### src/rtl/ntcrack_pkg.sv
// Shared constants and state encoding for the NT-hash cracking pipeline.
package ntcrack_pkg;

  localparam int PW_MAX_CHARS = 20;
  localparam logic [7:0] CHAR_MIN = 8'h20;
  localparam logic [7:0] CHAR_MAX = 8'h7E;
  localparam logic [7:0] MD4_PAD_BYTE = 8'h80;
  localparam int MD4_LEN_OFFSET = 56;
  localparam int MD4_BLOCK_BITS = 512;

  typedef enum logic [1:0] {
    IDLE   = 2'd0,
    EXPAND = 2'd1,
    DONE   = 2'd2
  } pad_state_e;

  function automatic logic char_ok(
    input logic [7:0] c
  );
    return (c >= CHAR_MIN) && (c <= CHAR_MAX);
  endfunction

endpackage

### src/rtl/ntlm_md4_padder.sv
// Builds the MD4 block (UTF-16LE password, 0x80 pad, bit length) one char per cycle.
// Optional NTLM_MD4_PADDER_ERROR_EN adds length/char range checking and an error output.
module ntlm_md4_padder
  import ntcrack_pkg::*;
#(
  parameter int MAX_CHARS = PW_MAX_CHARS,
  parameter int LEN_W     = 5
) (
  input  logic                      clk,
  input  logic                      nrst,
  input  logic [8*MAX_CHARS-1:0]    in_password,
  input  logic [LEN_W-1:0]          in_length,
  input  logic                      trigger,
  output logic [MD4_BLOCK_BITS-1:0] out_block,
  output logic                      completed
`ifdef NTLM_MD4_PADDER_ERROR_EN
  ,
  output logic                      error
`endif
);

  localparam logic [LEN_W-1:0] LEN_MAX = LEN_W'(MAX_CHARS);

  pad_state_e state_q, state_d;
  logic [8*MAX_CHARS-1:0] pw_q, pw_d;
  logic [LEN_W-1:0] len_q, len_d;
  logic [LEN_W-1:0] idx_q, idx_d;
  logic [MD4_BLOCK_BITS-1:0] blk_q, blk_d;
  logic done_q, done_d;
  logic trig_q;
  logic start;
  logic [LEN_W-1:0] len_lat;
  logic bad;
  logic err_q, err_d;

  assign start = trigger & ~trig_q;

`ifdef NTLM_MD4_PADDER_ERROR_EN
  assign len_lat = in_length;

  always_comb begin
    bad = (len_q > LEN_MAX);
    for (int i = 0; i < MAX_CHARS; i++) begin
      if ((LEN_W'(i) < len_q) && !char_ok(pw_q[8*i +: 8]))
        bad = 1'b1;
    end
  end

  assign error = err_q;
`else
  assign len_lat = (in_length > LEN_MAX) ? LEN_MAX : in_length;
  assign bad = 1'b0;
`endif

  always_comb begin
    state_d = state_q;
    pw_d    = pw_q;
    len_d   = len_q;
    idx_d   = idx_q;
    blk_d   = blk_q;
    done_d  = done_q;
    err_d   = err_q;
    unique case (state_q)
      IDLE, DONE: begin
        if (start) begin
          pw_d    = in_password;
          len_d   = len_lat;
          idx_d   = '0;
          blk_d   = '0;
          done_d  = 1'b0;
          err_d   = 1'b0;
          state_d = EXPAND;
        end
      end
      EXPAND: begin
        if (bad) begin
          err_d   = 1'b1;
          done_d  = 1'b1;
          state_d = DONE;
        end else if (idx_q < len_q) begin
          // UTF-16LE: char in even byte, zero high byte
          blk_d[{idx_q, 4'b0000} +: 8]     = pw_q[{idx_q, 3'b000} +: 8];
          blk_d[{idx_q, 4'b1000} +: 8]     = 8'h00;
          idx_d = idx_q + 1'b1;
        end else begin
          blk_d[{len_q, 4'b0000} +: 8]     = MD4_PAD_BYTE;
          blk_d[MD4_LEN_OFFSET*8 +: 64]    = 64'({len_q, 4'b0000});
          done_d  = 1'b1;
          state_d = DONE;
        end
      end
      default: state_d = IDLE;
    endcase
  end

  always_ff @(posedge clk or negedge nrst) begin
    if (!nrst) begin
      state_q <= IDLE;
      pw_q    <= '0;
      len_q   <= '0;
      idx_q   <= '0;
      blk_q   <= '0;
      done_q  <= 1'b0;
      err_q   <= 1'b0;
      trig_q  <= 1'b0;
    end else begin
      state_q <= state_d;
      pw_q    <= pw_d;
      len_q   <= len_d;
      idx_q   <= idx_d;
      blk_q   <= blk_d;
      done_q  <= done_d;
      err_q   <= err_d;
      trig_q  <= trigger;
    end
  end

  assign out_block = blk_q;
  assign completed = done_q;

endmodule

### config.mk
export PLATFORM = sky130hd
export DESIGN_NAME = ntlm_md4_padder
export DESIGN_NICKNAME = d
export VERILOG_FILES = /design/src/rtl/ntcrack_pkg.sv /design/src/rtl/ntlm_md4_padder.sv
export SDC_FILE = /design/constraint.sdc
export NUM_CORES = 1
export LEC_CHECK = 0
export ABC_AREA = 1
export CORE_AREA = 2 2 268 270
export CTS_CLUSTER_SIZE = 28
export DETAILED_ROUTE_END_ITERATION = 7
export DIE_AREA = 0 0 270 272
export GPL_TIMING_DRIVEN = 0
export SYNTH_ARGS = -nofsm -noshare
export SYNTH_HDL_FRONTEND = slang
export SYNTH_SLANG_ARGS = --single-unit
### constraint.sdc
create_clock -name clk -period 3.55 [get_ports clk]
set_input_delay 0.355 -clock clk [delete_from_list [all_inputs] [get_ports clk]]
set_output_delay 0.355 -clock clk [all_outputs]
set_load 0.1 [all_outputs]
Yosys cells after proc, flatten, opt, wreduce, memory -nomap -nowiden
Index checks and enable logic that the tools add are counted.
Cells by class
  div/mod/pow operators: 0
  $mul: 0
  shift-type cells: 7
  $lt $le $gt $ge: 2
  reductions and logical operators: 8
  equality and inequality tests: 5
  bitwise logic cells: 2
  mux-type cells: 16
  add/subtract/negate cells: 4
Operators with widths (count)
  $bwmux W512: 3
  $shift A8 B11 Y512 const A: 3
  $mux W512: 2
  $pmux W512 S2: 1
  $shiftx A8 B11 Y512 const A: 2
  $shiftx A8 B11 Y512: 1
  $shiftx A160 B9 Y8: 1
  $neg A9 Y11: 3
  $mux W5: 3
  $pmux W5 S2: 1
  $ne A2 B2 Y1 const B: 3
  $reduce_and A2 Y1: 3
  $reduce_and A3 Y1: 2
  $add A5 B1 Y5 const B: 1
  $gt A5 B5 Y1 const B: 1
  $lt A5 B5 Y1: 1
  $mux W2: 2
  $pmux W2 S2: 1
  $eq A2 B1 Y1 const B: 1
  $eq A2 B2 Y1 const B: 1
  $logic_not A2 Y1: 1
  $mux W1: 2
  $pmux W1 S2: 1
  $reduce_bool A2 Y1: 1
  3 further kinds: 3
Storage, ports and cells
  input port bits: 168
  bits in latches: 0
  memories kept: 0
  output and inout bits: 513
  bits in registers: 686
  memory bits (writable): 0
  word-level logic and storage cells: 51
  bits in read-only memories: 0

Depth between registers and ports, before layout
  depth after elaboration: 6
  mapped depth: 18
  gate-level depth less buffers: 14

Worst setup path after synthesis
Ideal clock, no wire load.
  path type: flip-flop to flip-flop
  start point: reg idx_q[0]
  end point: reg blk_q[135] (netlist: out_block[135])
  data required time: 3.472 ns
  setup time: 0.078 ns
  clock period less this slack: 2.773 ns
  path buffers: 5
  arrival: 2.695 ns
  setup slack: 0.777 ns
  cell stages (with the launch flop): 17
  cell sequence: dfrtp_1 > buf_6 > inv_4 > buf_4 > buf_6 > buf_6 > ha_1 > ha_1 > buf_2 > nand2_1 > inv_1 > nand2_2 > nor2_4 > a21oi_2 > nor3_4 > nor2_1 > a21oi_1
Between the ends
  word-level cells in the longest chain between the ends: 6
  elaborated cells on any way between the ends: 12
  classes of those cells: add/sub: 2; order compare: 1; shift: 5; mux: 4
RTL lines
  from (decl): RTL line ntlm_md4_padder.sv:27  | logic [LEN_W-1:0] idx_q, idx_d;
  from (signal assigned): RTL line ntlm_md4_padder.sv:110  | idx_q <= idx_d;
  $shiftx A160 B9 Y8 / $neg A9 Y11 (equally long branches): RTL line ntlm_md4_padder.sv:82  | blk_d[{idx_q, 4'b0000} +: 8] = pw_q[{idx_q, 3'b000} +: 8];
  $shiftx A8 B11 Y512 / $shift A8 B11 Y512 (equally long branches): RTL line ntlm_md4_padder.sv:82
  $bwmux W512: RTL line ntlm_md4_padder.sv:82
  $bwmux W512: RTL line ntlm_md4_padder.sv:83  | blk_d[{idx_q, 4'b1000} +: 8] = 8'h00;
  $mux W512 *: RTL line ntlm_md4_padder.sv:80  | end else if (idx_q < len_q) begin
  $pmux W512 S2 *: RTL line ntlm_md4_padder.sv:63  | unique case (state_q)
  to (signal assigned): RTL line ntlm_md4_padder.sv:111  | blk_q <= blk_d;
  to (decl): RTL line ntlm_md4_padder.sv:28  | logic [MD4_BLOCK_BITS-1:0] blk_q, blk_d;
Mark *: on every way between the ends. The rest lies on a longest branch, timed or not.
A chain may end at the register's enable or synchronous reset.

Final worst setup path
  start point: reg idx_q[1]
  end point: reg blk_q[181] (netlist: out_block[181])
Same word-level chain as after synthesis.

==> results.sh <==
export IMPL_crit_path_end_kind="register"
export IMPL_cts_tree="yes"
export IMPL_critical_path_class="reg2reg"
export IMPL_cts_made_buffers=50
export IMPL_crit_buf_inv=2
export IMPL_synth_compound_area_share_pct=8.14
export IMPL_cap_viol_max_count=0
export IMPL_io_buffers=425
export IMPL_clock_sinks=431
export IMPL_synth_top_family_by_area="simple AND/OR/NAND/NOR gates"
export IMPL_synth_cells=2698
export IMPL_synth_mux_area_share_pct=0
export IMPL_drc_errors=0
export IMPL_track_usage_pct=21.3
export IMPL_ys_async_sr_fraction_pct=100
export IMPL_grt_overflow=0
export IMPL_final_common_cell="nand2_1"
export IMPL_power_leakage_nw=15.2
export IMPL_arrival_ns=3.90
export IMPL_finalHoldViolations=0
export IMPL_synth_seq_cells=431
export IMPL_setup_tns_final_ns=0
export IMPL_yosysSeqAreaShare_pct=49.5
export IMPL_root_buffer="clkbuf_16"
export IMPL_grt_max_degree=115
export IMPL_worst_pin_slew_ns=1.15
export IMPL_clkTransAtPathRegs_ns=0.06
export IMPL_vdd_drop_max_uv=527
export IMPL_setup_viol_count_final=0
export IMPL_worstPathMaxFanout=10
export IMPL_via_count=19854
export IMPL_area_delta_synth_final_pct=38.4
export IMPL_synth_ff_type="dfrtp_1"
export IMPL_wirelength_mm=80.9
export IMPL_synth_edf_count=0
export IMPL_ys_types=42
export IMPL_fmax_mhz=295
export IMPL_crit_chain="inv_2, clkbuf_1, o21ai_0, o22ai_1, nand2_1, nand2_1, o21ai_1, nand2_2, nand4_1, nor2_1, nand3_1, nand2_1"
export IMPL_diodes=0
export IMPL_boundaryPins=681
export IMPL_rsz0062_at_grt="yes"
export IMPL_antenna_found_initial=2
export IMPL_drt_iter0_drc=1375
export IMPL_hold_path_class="in2reg"
export IMPL_most_common_layout_cells="nand2_1 (916), dfrtp_1 (430), clkdlybuf4s50_1 (424)"
export IMPL_worst_hold_slack_ns=0.240
export IMPL_cp_slowest_cell="dfrtp_2"
export IMPL_yosys_warnings=0
export IMPL_insertion_delay_ns=0.60
export IMPL_power_density_nw_per_um2=880
export IMPL_postSynthAreaPerCell_sq_um=8.08
export IMPL_required_ns=4.06
export IMPL_cp_common_cell="nand2_1"
export IMPL_final_nets=3620
export IMPL_h_tree_depth=2
export IMPL_critical_path_top_delay_family="simple AND/OR/NAND/NOR gates"
export IMPL_layout_drive_gt1_share_pct=14.1
export IMPL_fin_crit_sh_pct=95.4
export IMPL_post_synth_and_or_nand_nor_area_fraction_pct=27.2
export IMPL_grt_pass1_wl_mm=120
export IMPL_ant_nets=0
export IMPL_avgRoutedWirePerCell_microns=18.3
export IMPL_cts_buffer_depth=3
export IMPL_skew_ns=0.0235
export IMPL_hpwlAfterDp_mm=62.1
export IMPL_min_period_ns=3.39
export IMPL_routabilityCongestion=0.938
export IMPL_first_pass_iters=6
export IMPL_startpoint_type="register"
export IMPL_die_area_sq_um=73400
export IMPL_rows=98
export IMPL_drv_slew=0
export IMPL_synth_area_sq_um=21800
export IMPL_vias_per_cell=4.48
export IMPL_initial_core_util_pct=30.8
export IMPL_synthAdderAreaFrac_pct=0.804
export IMPL_core_sq_um=70800
export IMPL_outcome="completed"
export IMPL_die_w_microns=270
export IMPL_grt_pass1_vias=18944
export IMPL_dieHeight_microns=272
export IMPL_critPathMaxStageDelay_ns=0.51
export IMPL_yosys_area_share_xor_xnor_pct=0.0402
export IMPL_maxSlewHeadroom_pct=23.2
-- path summary, 6_finish.rpt --
kind	end	slack, ns	from	cells past startpoint
hold / removal	trig_q$_DFF_PN0_	0.24	trigger	1
min in group asynchronous	out_block[32]$_DFFE_PN0P_	0.30	nrst	2
max in group asynchronous	pw_q[131]$_DFFE_PN0P_	1.82	nrst	4
setup reg to reg	out_block[181]$_DFFE_PN0P_	0.16	idx_q[1]$_DFFE_PN0P_	12
hold reg to reg	out_block[436]$_DFFE_PN0P_	0.46	out_block[436]$_DFFE_PN0P_	2
setup / recovery	out_block[181]$_DFFE_PN0P_	0.16	idx_q[1]$_DFFE_PN0P_	12
-- metrics by stage --
step	std cells	area, sq um	util (%)	total power, mW	setup slack, ns
final	4429	30200	42.6	26.6	0.163
after detailed placement	4331	28300	40.0	20.9	-0.232
after global routing	4429	30200	42.6	28.0	-0.0105
after CTS	4425	30100	42.5	26.5	0.0205
after floorplan	2952	22700	-	16.2	0.777
after global placement	4327	28200	39.8	20.8	-17.91
-- sequential cells by signal, summed over array words and instances, names as in the netlist --
register,count
trig_q,1
len_q,5
pw_q,160
completed,1
out_block,257
state_q,2
idx_q,5
-- metal layers --
metal,vias up,GRT usage (%),part of all wire (%)
li1,9607,-,-
met1,9439,26.4,41
met2,671,36.8,50
met3,135,4.20,6.1
met4,2,7.87,3.6
met5,-,0,0.016
-- synthesized netlist by cell type (all sizes together) (7+ instances only) --
library cell,count,area [sq um]
a21oi,55,287
buf,312,2250
nand2,933,3530
nand3,199,1020
ha,14,175
nand4,20,125
clkbuf,58,218
dfrtp,431,10800
a22oi,8,60.1
o21ai,138,717
a22o,7,61.3
o211ai,10,75.1
inv,174,658
a32o,29,290
o22ai,36,225
nor3,39,308
nor2,220,907
-- power breakdown --
group / switching, mW / internal (mW)
clock network: 2.24 / 3.20
logic: 11.0 / 3.24
registers: 0.729 / 6.10
total: 14.0 / 12.5
-- kinds of logic after synthesis --
group / after synthesis
adders and majority gates: 14
buffers and inverters: 545
and+or+nand+nor: 1415
xor gates and xnor gates: 1
AOI/OAI and AO/OA: 291
DFF: 431
other: 1
-- layout make-up --
| class | instances | area [sq um] |
|---|---|---|
| tap | 950 | 1190 |
| fill | 7217 | 40600 |
| inverter | 175 | 663 |
| clock buffer | 65 | 1420 |
| buffer | 370 | 2470 |
| timing repair buffer | 434 | 4430 |
| sequential | 431 | 10800 |
| clock inverter | 28 | 310 |
| multi-input combinational | 1976 | 8900 |
-- what timing repair did --
item / 4_1_cts / 5_1_grt
endpoints found under the hold margin: 59 / 0
gates resized for setup: 3 / 23
hold buffers: 1 / 0
pin swaps: 1 / 4
endpoints found under the setup margin: 127 / 105
setup buffers: 0 / 4
Note: power is estimated with default switching activity, not from simulation.
